===== config.mk =====
export PLATFORM = sky130hd
export DESIGN_NAME = flash_seq
export DESIGN_NICKNAME = d
export VERILOG_FILES = /design/src/rtl/flash_seq.sv
export SDC_FILE = /design/constraint.sdc
export NUM_CORES = 1
export LEC_CHECK = 0
export ABC_CLOCK_PERIOD_IN_PS = 3300
export CAP_MARGIN = 20
export CORE_UTILIZATION = 38
export DETAILED_ROUTE_END_ITERATION = 6
export PLACE_DENSITY = 0.82
export SETUP_SLACK_MARGIN = 0.15
export SLEW_MARGIN = 20
export SYNTH_ARGS = -nofsm -noshare
export SYNTH_HDL_FRONTEND = slang
export SYNTH_SLANG_ARGS = --single-unit

===== constraint.sdc =====
create_clock -name clk -period 3.3 [get_ports clk]
set_input_delay 0.825 -clock clk [delete_from_list [all_inputs] [get_ports clk]]
set_output_delay 0.825 -clock clk [all_outputs]
set_load 0.01 [all_outputs]

===== src/rtl/flash_seq.sv =====
// flash_seq: turns read/program/erase requests into flash_cms primitives.
// Define FLASH_SEQ_TIMEOUT_EN to give up after POLL_MAX busy status polls.
module flash_seq #(
  parameter int POLL_GAP = 64,
  parameter int POLL_MAX = 65535
) (
  input  logic        clk,
  input  logic        rst,
  input  logic        req_valid,
  output logic        req_ready,
  input  logic [1:0]  req_op,
  input  logic [23:0] req_addr,
  input  logic [7:0]  req_len,
  input  logic [7:0]  wr_data,
  input  logic        wr_valid,
  input  logic        wr_last,
  output logic        wr_ready,
  output logic [7:0]  rd_data,
  output logic        rd_valid,
  output logic        done,
  output logic        err,
  output logic [7:0]  status,
  output logic [7:0]  eng_command,
  output logic [7:0]  eng_data_in,
  output logic [23:0] eng_address,
  output logic [7:0]  eng_numbyte,
  output logic        eng_valid_in,
  output logic        eng_last_in,
  input  logic        eng_ready_in,
  input  logic [7:0]  eng_data_out,
  input  logic        eng_valid,
  input  logic        eng_csbar
);

  typedef enum logic [3:0] {
    S_IDLE,
    S_WREN_ISSUE,
    S_WREN_WAIT,
    S_OP_ISSUE,
    S_OP_WAIT,
    S_POLL_ISSUE,
    S_POLL_WAIT,
    S_POLL_GAP,
    S_DONE
  } state_t;

  localparam logic [1:0] OP_RD = 2'b00;
  localparam logic [1:0] OP_PP = 2'b01;

  if (POLL_GAP < 1 || POLL_MAX < 1) begin : g_bad_param
    $error("flash_seq: POLL_GAP and POLL_MAX must be >= 1");
  end

  state_t      state, state_nx;
  logic [1:0]  op_q;
  logic [23:0] addr_q;
  logic [7:0]  len_q;
  logic        seen_low;
  logic        err_q;
  logic        last_sent;
  logic [7:0]  byte_cnt;
  logic [7:0]  status_q;
  logic [15:0] gap_cnt;

  logic waiting, cmpl, wip, accept, bad_req;
  logic prog_en, rd_en, wr_fire, cnt_full;
  logic poll_busy, poll_out, gap_end;

  assign waiting = (state == S_WREN_WAIT) ||
                   (state == S_OP_WAIT) ||
                   (state == S_POLL_WAIT);
  // CSbar high again after having been seen low ends a primitive
  assign cmpl     = waiting && seen_low && eng_csbar;
  assign wip      = eng_valid ? eng_data_out[0] : status_q[0];
  assign accept   = (state == S_IDLE) && req_valid;
  assign bad_req  = (req_op == 2'b11) ||
                    ((req_op == OP_RD) && (req_len == 8'd0));
  assign prog_en  = (state == S_OP_WAIT) && (op_q == OP_PP) &&
                    !last_sent;
  assign rd_en    = (state == S_OP_WAIT) && (op_q == OP_RD);
  assign cnt_full = (byte_cnt == 8'hFF);
  assign wr_fire  = prog_en && wr_valid && eng_ready_in;
  assign poll_busy = (state == S_POLL_WAIT) && cmpl && wip;
  assign gap_end  = (gap_cnt == 16'(POLL_GAP - 1));

`ifdef FLASH_SEQ_TIMEOUT_EN
  logic [15:0] poll_cnt;

  assign poll_out = (poll_cnt == 16'(POLL_MAX - 1));

  always_ff @(posedge clk) begin
    if (rst) poll_cnt <= '0;
    else if (accept) poll_cnt <= '0;
    else if (poll_busy) poll_cnt <= poll_cnt + 16'd1;
  end
`else
  assign poll_out = 1'b0;
`endif

  always_comb begin
    state_nx = state;
    unique case (state)
      S_IDLE: begin
        if (req_valid) begin
          if (bad_req) state_nx = S_DONE;
          else if (req_op == OP_RD) state_nx = S_OP_ISSUE;
          else state_nx = S_WREN_ISSUE;
        end
      end
      S_WREN_ISSUE: state_nx = S_WREN_WAIT;
      S_WREN_WAIT:  if (cmpl) state_nx = S_OP_ISSUE;
      S_OP_ISSUE:   state_nx = S_OP_WAIT;
      S_OP_WAIT: begin
        if (cmpl)
          state_nx = (op_q == OP_RD) ? S_DONE : S_POLL_ISSUE;
      end
      S_POLL_ISSUE: state_nx = S_POLL_WAIT;
      S_POLL_WAIT: begin
        if (cmpl) begin
          if (!wip || poll_out) state_nx = S_DONE;
          else state_nx = S_POLL_GAP;
        end
      end
      S_POLL_GAP:   if (gap_end) state_nx = S_POLL_ISSUE;
      S_DONE:       state_nx = S_IDLE;
      default:      state_nx = S_IDLE;
    endcase
  end

  always_comb begin
    eng_command = 8'h00;
    unique case (state)
      S_WREN_ISSUE: eng_command = 8'h06;
      S_POLL_ISSUE: eng_command = 8'h05;
      S_OP_ISSUE: begin
        unique case (op_q)
          OP_RD:   eng_command = 8'h03;
          OP_PP:   eng_command = 8'h02;
          default: eng_command = 8'h20;
        endcase
      end
      default: eng_command = 8'h00;
    endcase
  end

  always_ff @(posedge clk) begin
    if (rst) begin
      state     <= S_IDLE;
      op_q      <= '0;
      addr_q    <= '0;
      len_q     <= '0;
      seen_low  <= 1'b0;
      err_q     <= 1'b0;
      last_sent <= 1'b0;
      byte_cnt  <= '0;
      status_q  <= '0;
      gap_cnt   <= '0;
    end else begin
      state    <= state_nx;
      seen_low <= waiting && !cmpl && (seen_low || !eng_csbar);
      gap_cnt  <= (state == S_POLL_GAP) ? gap_cnt + 16'd1 : '0;
      if (accept) begin
        op_q      <= req_op;
        addr_q    <= req_addr;
        len_q     <= req_len;
        err_q     <= bad_req;
        byte_cnt  <= '0;
        last_sent <= 1'b0;
      end
      if ((state == S_POLL_WAIT) && eng_valid)
        status_q <= eng_data_out;
      // 256th byte without wr_last: engine is told last, op is flagged
      if (wr_fire) begin
        byte_cnt <= byte_cnt + 8'd1;
        if (wr_last || cnt_full) last_sent <= 1'b1;
        if (cnt_full && !wr_last) err_q <= 1'b1;
      end
      if (poll_busy && poll_out) err_q <= 1'b1;
    end
  end

  assign req_ready    = (state == S_IDLE);
  assign done         = (state == S_DONE);
  assign err          = (state == S_DONE) && err_q;
  assign status       = status_q;
  assign eng_address  = addr_q;
  assign eng_numbyte  = len_q;
  assign rd_valid     = rd_en && eng_valid;
  assign rd_data      = rd_en ? eng_data_out : 8'h00;
  assign wr_ready     = prog_en && eng_ready_in;
  assign eng_valid_in = prog_en && wr_valid;
  assign eng_data_in  = prog_en ? wr_data : 8'h00;
  assign eng_last_in  = prog_en && (wr_last || cnt_full);

endmodule


==> impl_metrics.py <==
metrics = {
    "timing": {
        "clock_skew_ns": 0.00957,
        "slew_violations": 0,
        "tns_ns": 0,
        "fin_crit_ns": 3.00,
        "period_share_pct": 91.1,
        "setup-violations-final": 0,
        "tightest_slew_ns": 0.602,
        "max_freq_mhz": 333,
        "relSlewSlack_pct": 58.8,
        "final-hold-violation-count": 0,
        "rsz0062_at_grt": "false",
    },
    "clocking": {
        "cts_tree": "yes",
        "cts-root-buf": "clkbuf_8",
        "insertion_delay_ns": 0.34,
        "post_cts.repair.setup_buffers": 0,
        "htreeDepth": 3,
        "cts_hold_buf": 0,
        "numCtsBuffers": 9,
        "clock_sinks": 73,
        "clk_pin_slew_ns": 0.08,
        "cts_max_path_buffers": 2,
    },
    "power_and_ir_drop": {
        "ir_drop_mv": 0.366,
        "power.density_mw_per_mm2": 571,
        "p_leak_nw": 1.80,
    },
    "synthesis": {
        "async_flop_share_pct": 0,
        "yosysTopAreaCellShare_pct": 44.2,
        "synth_area_leaders": "dfxtp_1 44%, nand2_1 9.4%, a21oi_1 6.8%",
        "synth_edf_count": 0,
        "synthCells": 407,
        "syn_area_per_cell_sq_um": 8.13,
        "ys_seq_elements": 73,
        "ys.flop_type": "dfxtp_1",
        "synth_area_sq_mm": 0.00331,
        "synth_cell_types": 52,
        "ys_warn_count": 0,
        "yosys.area.top_type": "dfxtp_1",
        "ys_seq_area_share_pct": 44.2,
    },
    "placed_design": {
        "dpl.cell_count": 619,
        "dp_hpwl_mm": 6.20,
        "gp_congestion": 0.794,
        "io_buffers": 124,
    },
    "final_layout": {
        "diodes": 0,
        "nNetsFinal": 585,
        "nFillCells": 726,
        "syn_to_final_growth_pct": 45.3,
        "final_cell_mix": "123 x clkdlybuf4s50_1, 83 x nand2_1, 72 x dfxtp_1, 45 x a21oi_1, 32 x nor2_1",
        "finalNonFillerCells": 635,
        "final_common_cell": "clkdlybuf4s50_1",
        "drive_gt1_share_pct": 6.79,
    },
    "drt": {
        "drt-initial-drc-count": 196,
        "wirelength_mm": 8.67,
        "drt_first_pass_iters": 4,
        "route.detailed.drc": 0,
        "vias": 3285,
        "wl_per_cell_microns": 13.6,
        "ant_nets": 0,
        "vias_per_cell": 5.17,
    },
    "run": {
        "drv_cap": 0,
    },
    "setup_path": {
        "end_kind": "primary output",
        "ff2ff_setup_slack_ns": 1.08,
        "r2r-end": "eng_numbyte[7]$_SDFFE_PP0P_",
        "start_kind": "register",
        "crit_required_ns": 2.47,
        "timing.rr.start": "state[2]$_SDFFE_PP0P_",
        "startpoint": "state[1]$_SDFFE_PP0P_",
        "critPathCapture": "rd_valid",
        "critPathKind": "register to primary output",
        "cp_max_fo": 16,
        "critPathArrivalTime_ns": 2.18,
        "r2r_cells": 7,
    },
    "floorplan": {
        "fp.dieH_microns": 95.3,
        "design.portCount": 129,
        "dieArea_sq_mm": 0.00908,
        "start_util_pct": 39.8,
        "coreArea_sq_mm": 0.00830,
        "num_rows": 33,
        "dieWidth_microns": 95.3,
    },
    "hold_path": {
        "holdCritPathClass": "register to register",
        "min_from": "eng_address[2]$_SDFFE_PP0P_",
    },
    "global_routing": {
        "grt_antenna_before_repair": 0,
        "first_global_vias": 3079,
        "overflow": 0,
        "grt_pass1_wl_mm": 14.0,
        "gr-usage-all-layers_pct": 20.0,
        "grt_start_max_net_pins": 45,
    },
    "outcome": {
        "status": "complete, no violations",
    },
}
-- final cells by class --
| class | instances | area [sq um] | share of cell area (%) |
|---|---|---|---|
| Multi-Input combinational cell | 305 | 1710 | 35.5 |
| Timing Repair Buffer | 129 | 1270 | 26.5 |
| Tap cell | 105 | 131 | 2.73 |
| Clock inverter | 5 | 53.8 | 1.12 |
| Inverter | 7 | 27.5 | 0.573 |
| Sequential cell | 73 | 1460 | 30.4 |
| Clock buffer | 11 | 151 | 3.15 |
-- stage by stage --
step / hold WS, ns / area (sq um) / utilization (%) / power [mW] / setup slack (ns)
global placement: 0.441 / 4590 / 55.3 / 2.02 / 0.475
CTS: 0.458 / 4800 / 57.8 / 2.76 / 0.158
finish: 0.454 / 4810 / 57.9 / 2.75 / 0.295
global route: 0.486 / 4810 / 57.9 / 2.91 / 0.152
floorplan: 0.430 / 3320 / - / 1.65 / 1.09
detailed placement: 0.447 / 4590 / 55.3 / 2.04 / 0.454
-- metal layers --
metal	global-route usage (%)	up-vias	share of wire [%]
met5	0	-	0
met4	8.71	0	2.0
met3	6.94	15	8.8
met2	32.9	120	46
met1	23.5	1518	43
li1	-	1632	-
-- registers in the layout, indices dropped and copies added, names as in the netlist --
name / count
eng_address: 24
gap_cnt: 16
byte_cnt: 8
eng_numbyte: 8
status: 8
state: 4
op_q: 2
err_q: 1
last_sent: 1
seen_low: 1
-- how the worst min path moves through the flow --
stage                                              end  slack, ns  cells past startpoint
final                      eng_address[2]$_SDFFE_PP0P_       0.45                      2
after detailed placement  eng_address[17]$_SDFFE_PP0P_       0.45                      2
after floorplan                  gap_cnt[0]$_SDFF_PP0_       0.43                      1
after global placement     eng_numbyte[3]$_SDFFE_PP0P_       0.44                      2
after CTS                  eng_address[2]$_SDFFE_PP0P_       0.46                      2
after global routing      eng_address[18]$_SDFFE_PP0P_       0.49                      2
-- logic make-up (layout without fill, tap and decap cells) --
kind of cell               after synthesis  in the layout  share of synthesized area, %
xor gates and xnor gates                10             10                          2.65
and+or+nand+nor                        206            206                          31.3
muxes                                   11             11                          3.33
buffers and inverters                   32            152                          4.77
other                                    1              4                         0.113
AOI/OAI and AO/OA                       72             72                          12.9
DFF                                     73             73                          44.2
adders and majority gates                2              2                         0.757
-- report_power, final --
| part | switching [mW] | internal [mW] | total [mW] |
|---|---|---|---|
| Clock | 0.330 | 0.388 | 0.718 |
| Sequential | 0.104 | 0.991 | 1.10 |
| Combinational | 0.489 | 0.442 | 0.932 |
-- what timing repair did --
item	CTS	global route
hold endpoints to repair	0	0
gates resized for setup	0	2
setup endpoints to repair	0	11
-- synthesized netlist by cell type (2+ instances only) --
library cell	n
o21ai_0	7
buf_4	7
inv_1	6
nor3_1	7
a31oi_1	3
xnor2_1	9
or3_1	9
nor2_1	32
nand3_1	15
mux2i_1	11
nor4b_1	2
nand2_1	83
o311a_1	2
nand4_1	3
ha_1	2
nor4_1	7
or4_1	4
and3_1	14
a21o_1	2
nand2b_1	4
buf_2	2
a21oi_1	45
or2_2	2
dfxtp_1	73
nor3b_1	2
and2_1	13
o31ai_1	2
clkbuf_1	15
-- worst max-delay path: stages, from the launching register on --
cell and delay (ns):
dfxtp_2 0.42, nor4b_4 0.32, nor3b_1 0.22, buf_4 0.19
and2_1 0.14, clkdlybuf4s50_1 0.54
No activity file was read; power rests on OpenSTA's default activity.
